[src/rtl/rv32i_pkg.sv]
// rv32i_pkg: shared types for the data-port arbiter
package rv32i_pkg;

    typedef enum logic {S_CPU, S_LDR} arb_state_t;

    typedef enum logic [1:0] {OWN_NONE, OWN_CPU, OWN_LDR} owner_t;

endpackage

[src/rtl/rv32i_sat_counter.sv]
// rv32i_sat_counter: up-counter that sticks at MAX, clear wins over increment
module rv32i_sat_counter #(
    parameter int MAX = 8,
    parameter int W   = $clog2(MAX + 1)
) (
    input  logic         clk,
    input  logic         reset,
    input  logic         inc,
    input  logic         clr,
    output logic [W-1:0] cnt
);

    // count up to MAX and hold there until cleared
    always_ff @(posedge clk or negedge reset) begin
        if (!reset)
            cnt <= '0;
        else if (clr)
            cnt <= '0;
        else if (inc && cnt != W'(MAX))
            cnt <= cnt + 1'b1;
    end

endmodule

[src/rtl/rv32i_dport_arbiter.sv]
// rv32i_dport_arbiter: shares the RAM data port between the CPU memory stage and the loader
module rv32i_dport_arbiter
    import rv32i_pkg::*;
#(
    parameter int ADDR_W     = 30,
    parameter int DATA_W     = 32,
    parameter int STARVE_MAX = 8,
    parameter int BURST_MAX  = 16
) (
    input  logic              clk,
    input  logic              reset,
    input  logic              cpu_req,
    input  logic              cpu_we,
    input  logic [3:0]        cpu_be,
    input  logic [ADDR_W-1:0] cpu_addr,
    input  logic [DATA_W-1:0] cpu_wdata,
    output logic              cpu_gnt,
    output logic              cpu_stall,
    output logic              cpu_rvalid,
    output logic [DATA_W-1:0] cpu_rdata,
    input  logic              ldr_req,
    input  logic              ldr_we,
    input  logic [3:0]        ldr_be,
    input  logic [ADDR_W-1:0] ldr_addr,
    input  logic [DATA_W-1:0] ldr_wdata,
    input  logic              ldr_last,
    output logic              ldr_gnt,
    output logic              ldr_rvalid,
    output logic [DATA_W-1:0] ldr_rdata,
    output logic              d_we,
    output logic [3:0]        d_be,
    output logic [ADDR_W-1:0] d_addr,
    output logic [DATA_W-1:0] d_wdata,
    input  logic [DATA_W-1:0] d_rdata
);

    localparam int SW = $clog2(STARVE_MAX + 1);
    localparam int BW = $clog2(BURST_MAX + 1);

    arb_state_t    state, state_nx;
    owner_t        rd_own;
    logic [SW-1:0] starve_cnt;
    logic [BW-1:0] beat_cnt;

    rv32i_sat_counter #(.MAX(STARVE_MAX)) u_starve (
        .clk   (clk),
        .reset (reset),
        .inc   (ldr_req && !ldr_gnt),
        .clr   (ldr_gnt),
        .cnt   (starve_cnt)
    );

    // beat_cnt holds the number of beats already granted in the current LDR ownership
    rv32i_sat_counter #(.MAX(BURST_MAX)) u_beat (
        .clk   (clk),
        .reset (reset),
        .inc   (ldr_gnt),
        .clr   (state_nx == S_CPU),
        .cnt   (beat_cnt)
    );

    // grant decision and next state; nothing is granted while reset is held
    always_comb begin
        cpu_gnt  = 1'b0;
        ldr_gnt  = 1'b0;
        state_nx = state;
        if (reset) begin
            if (state == S_CPU) begin
                if (ldr_req && starve_cnt == SW'(STARVE_MAX))
                    ldr_gnt = 1'b1;
                else if (cpu_req)
                    cpu_gnt = 1'b1;
                else
                    ldr_gnt = ldr_req;
                if (ldr_gnt && !ldr_last && BURST_MAX > 1)
                    state_nx = S_LDR;
            end else begin
                ldr_gnt = ldr_req;
                if (!ldr_req || ldr_last || beat_cnt == BW'(BURST_MAX - 1))
                    state_nx = S_CPU;
            end
        end
    end

    assign cpu_stall = reset && cpu_req && !cpu_gnt;
    assign d_we      = cpu_gnt ? cpu_we    : ldr_gnt ? ldr_we    : 1'b0;
    assign d_be      = cpu_gnt ? cpu_be    : ldr_gnt ? ldr_be    : 4'd0;
    assign d_addr    = cpu_gnt ? cpu_addr  : ldr_gnt ? ldr_addr  : '0;
    assign d_wdata   = cpu_gnt ? cpu_wdata : ldr_gnt ? ldr_wdata : '0;

    // arbitration state register
    always_ff @(posedge clk or negedge reset) begin
        if (!reset)
            state <= S_CPU;
        else
            state <= state_nx;
    end

    // remember who issued a read so the RAM's registered data goes back to that master only
    always_ff @(posedge clk or negedge reset) begin
        if (!reset)
            rd_own <= OWN_NONE;
        else
            rd_own <= (cpu_gnt && !cpu_we) ? OWN_CPU : (ldr_gnt && !ldr_we) ? OWN_LDR : OWN_NONE;
    end

    assign cpu_rvalid = rd_own == OWN_CPU;
    assign ldr_rvalid = rd_own == OWN_LDR;
    assign cpu_rdata  = cpu_rvalid ? d_rdata : '0;
    assign ldr_rdata  = ldr_rvalid ? d_rdata : '0;

endmodule

[config.mk]
export PLATFORM = sky130hd
export DESIGN_NAME = rv32i_dport_arbiter
export DESIGN_NICKNAME = d
export VERILOG_FILES = /design/src/rtl/rv32i_pkg.sv /design/src/rtl/rv32i_sat_counter.sv /design/src/rtl/rv32i_dport_arbiter.sv
export SDC_FILE = /design/constraint.sdc
export NUM_CORES = 1
export LEC_CHECK = 0
export CAP_MARGIN = 20
export CORE_AREA = 4 4 119 121
export DETAILED_ROUTE_END_ITERATION = 16
export DIE_AREA = 0 0 123 125
export SLEW_MARGIN = 10
export SYNTH_ARGS = -nofsm -noshare
export SYNTH_HDL_FRONTEND = slang
export SYNTH_SLANG_ARGS = --single-unit
export TNS_END_PERCENT = 10
[constraint.sdc]
create_clock -name clk -period 3.1 [get_ports clk]
set_clock_uncertainty 0.2 [all_clocks]
set_input_delay 0.62 -clock clk [delete_from_list [all_inputs] [get_ports clk]]
set_output_delay 0.62 -clock clk [all_outputs]
set_load 0.05 [all_outputs]
# --- Word level (Yosys, flattened, before mapping) ---
# Index checks and enable logic that the tools add are counted.
op_classes:
  add_sub_neg: 2
  eq_ne: 7
  mux: 30
  n_reduce_logical: 18
ops:
  columns: ["op", "count"]
  rows:
  - ["two-way mux 32 bit", 4]
  - ["two-way mux 30 bit", 2]
  - ["two-way mux 1 bit", 16]
  - ["two-way mux 4 bit", 4]
  - ["two-way mux 5 bit", 2]
  - ["logical AND 1 bit", 9]
  - ["logical NOT 1 bit", 6]
  - ["adder 5 x 1 -> 5 bit, second input constant", 1]
  - ["equality test 5 x 4 -> 1 bit, second input constant", 1]
  - ["inequality test 5 bit, second input constant", 1]
  - ["adder 4 x 1 -> 4 bit, second input constant", 1]
  - ["equality test 4 bit, second input constant", 1]
  - ["two-way mux 2 bit", 2]
  - ["inequality test 4 bit, second input constant", 1]
  - ["equality test 2 x 1 -> 1 bit, second input constant", 1]
  - ["equality test 2 bit, second input constant", 1]
  - ["logical OR 1 bit", 2]
  - ["inequality test 2 x 1 -> 1 bit, second input constant", 1]
  - ["nonzero test 2 bit", 1]
totals:
  reg_bits: 12
  output_inout_bits: 136

# --- Depth between registers and ports, before layout ---
depth:
  depth_word: 12
  ltp_mapped: 9
  depth_no_buf: 7

# --- By module ---
# A second synthesis with hierarchy kept.
hier_totals:
  cells_unflattened: 479
  hier_area_um2: 3115.5
modules_own_cells:
  columns: ["module", "instances", "cells_per_inst", "area_per_inst_um2", "seq_area_each_um2"]
  rows:
  - ["rv32i_dport_arbiter", 1, 429, 2606.2, 75.1]
  - ["rv32i_sat_counter at u_beat", 1, 27, 276.5, 125.1]
  - ["rv32i_sat_counter at u_starve", 1, 23, 232.7, 100.1]

# --- Worst setup path after synthesis ---
# OpenSTA, ideal clock, no wires.
synth_timing:
  path_type: "reg2out"
  from: "reg u_starve.cnt[0]"
  to: "out d_wdata[24]"
  t_arrival_ns: 2.068
  required_time_ns: 2.280
  slack_ns: 0.212
  stages_incl_launch_ff: 8
  cell_sequence: "dfrtp_1 -> inv_1 -> ha_1 -> and3b_1 -> buf_6 -> a211oi_4 -> buf_6 -> a22o_1"
synth_lines:
  columns: ["element", "line", "rtl"]
  rows:
  - ["from (decl)", "rv32i_sat_counter.sv:10", "output logic [W-1:0] cnt"]
  - ["from (signal assigned)", "rv32i_sat_counter.sv:20", "cnt <= cnt + 1'b1;"]
  - ["equality test 4 bit", "rv32i_dport_arbiter.sv:69", "if (ldr_req && starve_cnt == SW'(STARVE_MAX))"]
  - ["logical AND 1 bit", "rv32i_dport_arbiter.sv:69", null]
  - ["two-way mux 1 bit", "rv32i_dport_arbiter.sv:69", null]
  - ["two-way mux 1 bit", "rv32i_dport_arbiter.sv:68", "if (state == S_CPU) begin"]
  - ["two-way mux 1 bit", "rv32i_dport_arbiter.sv:67", "if (reset) begin"]
  - ["named net cpu_gnt", "rv32i_dport_arbiter.sv:17", "output logic cpu_gnt,"]
  - ["two-way mux 32 bit", "rv32i_dport_arbiter.sv:89", "assign d_wdata = cpu_gnt ? cpu_wdata : ldr_gnt ? ldr_wdata : '0;"]
  - ["to (decl)", "rv32i_dport_arbiter.sv:33", "output logic [DATA_W-1:0] d_wdata,"]
# The timed path passes the listed nets, and every way through them passes these cells. The select of a mux whose other input is x is not followed.

# --- Worst setup path in the final report ---
layout_timing:
  from: "reg u_starve.cnt[0]"
  to: "out d_addr[18]"
layout_between:
  elab_chain_len: 9
layout_rtl:
  columns: ["element", "line", "rtl"]
  rows:
  - ["equality test 4 bit (*)", "rv32i_dport_arbiter.sv:69", null]
  - ["logical AND 1 bit (*)", "rv32i_dport_arbiter.sv:69", null]
  - ["two-way mux 1 bit", "rv32i_dport_arbiter.sv:69", null]
  - ["two-way mux 1 bit", "rv32i_dport_arbiter.sv:68", null]
  - ["two-way mux 1 bit", "rv32i_dport_arbiter.sv:67", null]
  - ["two-way mux 1 bit", "rv32i_dport_arbiter.sv:68", null]
  - ["two-way mux 1 bit", "rv32i_dport_arbiter.sv:67", null]
  - ["two-way mux 30 bit", "rv32i_dport_arbiter.sv:88", "assign d_addr = cpu_gnt ? cpu_addr : ldr_gnt ? ldr_addr : '0;"]
  - ["two-way mux 30 bit (*)", "rv32i_dport_arbiter.sv:88", null]
  - ["to (decl)", "rv32i_dport_arbiter.sv:32", "output logic [ADDR_W-1:0] d_addr,"]
# Mark *: on every way between the ends. The rest lies on a longest branch, timed or not. The select of a mux whose other input is x is not followed.

==> results_dict.tcl <==
set metrics [dict create \
    die_h_um 125 \
    yosysSeqAreaShare_pct 16.1 \
    grt_pass1_wl_um 20100 \
    arrival_ns 2.24 \
    cp.buffers_inverters 4 \
    cts.clk_slew.worst_paths_ns 0.04 \
    area_growth_pct 258 \
    synth_cells 232 \
    antenna_found_initial 4 \
    setup_viol 0 \
    path_max_fanout 35 \
    maxCapViolCount 0 \
    p_leak_nw 2.73 \
    period_share_pct 98.6 \
    required_ns 2.28 \
    final.setup.tns_ns 0 \
    final_common_cell "clkdlybuf4s50_1" \
    viasPerCell 4.33 \
    syn_area_per_cell_sq_um 8.02 \
    clockBufferDepth 2 \
    vdd_drop_max_mv 0.179 \
    slew_violations 0 \
    wl_um 14800 \
    ys_types 35 \
    cp_slowest_cell "dfrtp_1" \
    grt.total_usage_pct 17.0 \
    critPathCaptureType "primary output" \
    fmaxAchievable_mhz 327 \
    drtIter0Drc 115 \
    vias 3065 \
    cpLargestDelayFamily "buffers and inverters" \
    power_mw 1.94 \
    rows 42 \
    hold_buffers 0 \
    drtAntennaViolNets 0 \
    tightestPinTransition_ns 0.558 \
    drive_gt1_share_pct 30.5 \
    wl_per_cell_um 20.9 \
    synthesis.nets 408 \
    hp-class "flip-flop to flip-flop" \
    dpl.hpwl_um 12100 \
    crit_path_start_kind "flip-flop" \
    power-per-cell-area_nw_per_um2 291 \
    grt_pass1_vias 3319 \
    cp_slowest_stage_delay_ns 0.42 \
    syn_area_sq_um 1860 \
    ioPinCount 307 \
    dieArea_sq_um 15400 \
    drc 0 \
    layout_common_cells "170 x clkdlybuf4s50_1, 136 x buf_12, 64 x and2_1, 61 x a22o_1, 12 x dfrtp_1" \
    gp_congestion 0.914 \
    crit_chain "inv_1 > ha_1 > and3b_2 > a211oi_4 > buf_4 > buf_12 > a22o_1 > buf_12" \
    dr.pass1.iters 4 \
    rsz0062_at_grt "yes" \
    finalHoldViolations 0 \
    grt_max_degree 73 \
    port_buffers 306 \
    period_minus_slack_ns 3.06 \
    initial_utilization_pct 14.2 \
    die_width_um 123 \
    fill_cells 1147 \
    slew-limit-headroom_pct 61.8 \
    numCtsBuffers 3 \
    critical_path_class "flip-flop to primary output" \
    status "complete, no violations" \
    crit_top_cell "buf_12" \
    ys_ff_latch 12 \
    cts-root-buf "clkbuf_16" \
    cts_max_level 1 \
    grt_overflow 0 \
    core_sq_um 13100 \
    clock-sinks 12 \
    yosysWarnings 0 \
    cts_tree "yes" \
    layout.nets 709 \
    clk-insertion-delay-late_ns 0.24 \
]
synthesized netlist by cell type:
master	instances	area [sq um]
nor2_1	5	18.8
inv_2	2	7.51
a211oi_1	1	7.51
and3b_1	1	8.76
ha_1	5	62.6
a22o_1	67	587
a21o_1	2	15.0
nor2b_1	3	18.8
nor4bb_1	1	10.0
dfrtp_1	12	300
buf_2	8	40.0
nand2_1	7	26.3
nand3_1	2	10.0
and2_1	64	400
a2111oi_0	1	8.76
and2b_1	1	7.51
or3_1	1	6.26
clkbuf_1	6	22.5
nand3b_1	2	15.0
nor3_1	1	5.00
buf_6	8	90.1
o21ai_0	4	20.0
inv_1	9	33.8
o41a_1	1	11.3
o211ai_2	1	12.5
a211oi_4	1	20.0
o22ai_1	1	6.26
xnor2_1	1	8.76
o21ai_1	2	10.0
and3_1	1	6.26
a21oi_1	6	30.0
nor4_1	1	6.26
nand2b_1	2	12.5
o2111ai_1	1	8.76
o31ai_1	1	7.51
kinds of logic (layout without fill, tap and decap cells):
| family | Yosys count | count (layout) | synth area share, % |
|---|---|---|---|
| simple gates | 92 | 92 | 29.6 |
| compound gates | 89 | 89 | 40.0 |
| buf+inv | 33 | 332 | 10.4 |
| flops | 12 | 12 | 16.1 |
| fa+ha+maj | 5 | 5 | 3.36 |
| xor+xnor | 1 | 1 | 0.471 |
| other cells | 0 | 1 | 0 |
final timing paths:
kind / from / end / slack [ns] / depth (start not counted)
worst max-delay path: u_starve.cnt[0] / d_addr[18] / 0.04 / 8
worst min-delay path: u_starve.cnt[3] / u_starve.cnt[3] / 0.37 / 2
worst max register to register: u_starve.cnt[0] / u_beat.cnt[2] / 0.91 / 8
worst min register to register: u_starve.cnt[3] / u_starve.cnt[3] / 0.37 / 2
max in group asynchronous: reset / u_beat.cnt[0] / 2.03 / 2
min in group asynchronous: reset / u_starve.cnt[2] / 0.53 / 2
sequential cells by signal (all words and copies together) (netlist names):
| name | count |
|---|---|
| u_starve.cnt | 4 |
| u_beat.cnt | 5 |
| state | 1 |
| rd_own | 2 |
area by class of cell:
| class | instances | area (sq um) | area share [%] |
|---|---|---|---|
| multi-input combinational | 187 | 1420 | 21.3 |
| clock buffer | 3 | 75.1 | 1.13 |
| inverter | 11 | 41.3 | 0.620 |
| antenna | 1 | 2.50 | 0.0376 |
| sequential | 12 | 300 | 4.51 |
| tap | 176 | 220 | 3.31 |
| timing repair buffer | 318 | 4600 | 69.0 |
what timing repair did:
item | in CTS | in global routing
gates cloned | 1 | 2
pin swaps | 1 | 3
buffers inserted | 2 | 0
resized for setup | 5 | 6
setup endpoints to repair | 66 | 64
power by group:
group	switching, mW	total [mW]	internal [mW]
logic	0.733	1.50	0.764
clock network	0.0642	0.232	0.168
registers	0.0289	0.210	0.181
total	0.826	1.94	1.11
per-stage QoR:
| step | std cells | worst slack, ns | utilization [%] | cell area (sq um) | hold WS [ns] |
|---|---|---|---|---|---|
| floorplan | 232 | 0.212 | - | 1860 | 0.124 |
| global placement | 699 | -0.00600 | 49.1 | 6420 | 0.322 |
| detailed placement | 699 | -0.0416 | 49.1 | 6420 | 0.352 |
| CTS | 705 | 0.0261 | 50.2 | 6570 | 0.358 |
| global route | 708 | -0.0210 | 50.9 | 6660 | 0.382 |
| finish | 708 | 0.0430 | 50.9 | 6660 | 0.367 |
layer usage:
metal	share of wire (%)	up-vias	global-route usage [%]
met5	0.23	-	0
met4	1.9	6	3.65
met3	11	22	6.78
met2	53	182	33.0
met1	34	1402	16.5
li1	-	1453	-
worst min-delay path, cell delays in order (launching register included):
cell and delay [ns]:
dfrtp_1 0.36, inv_1 0.06, o22ai_1 0.10
(Power assumes the default switching activity.)
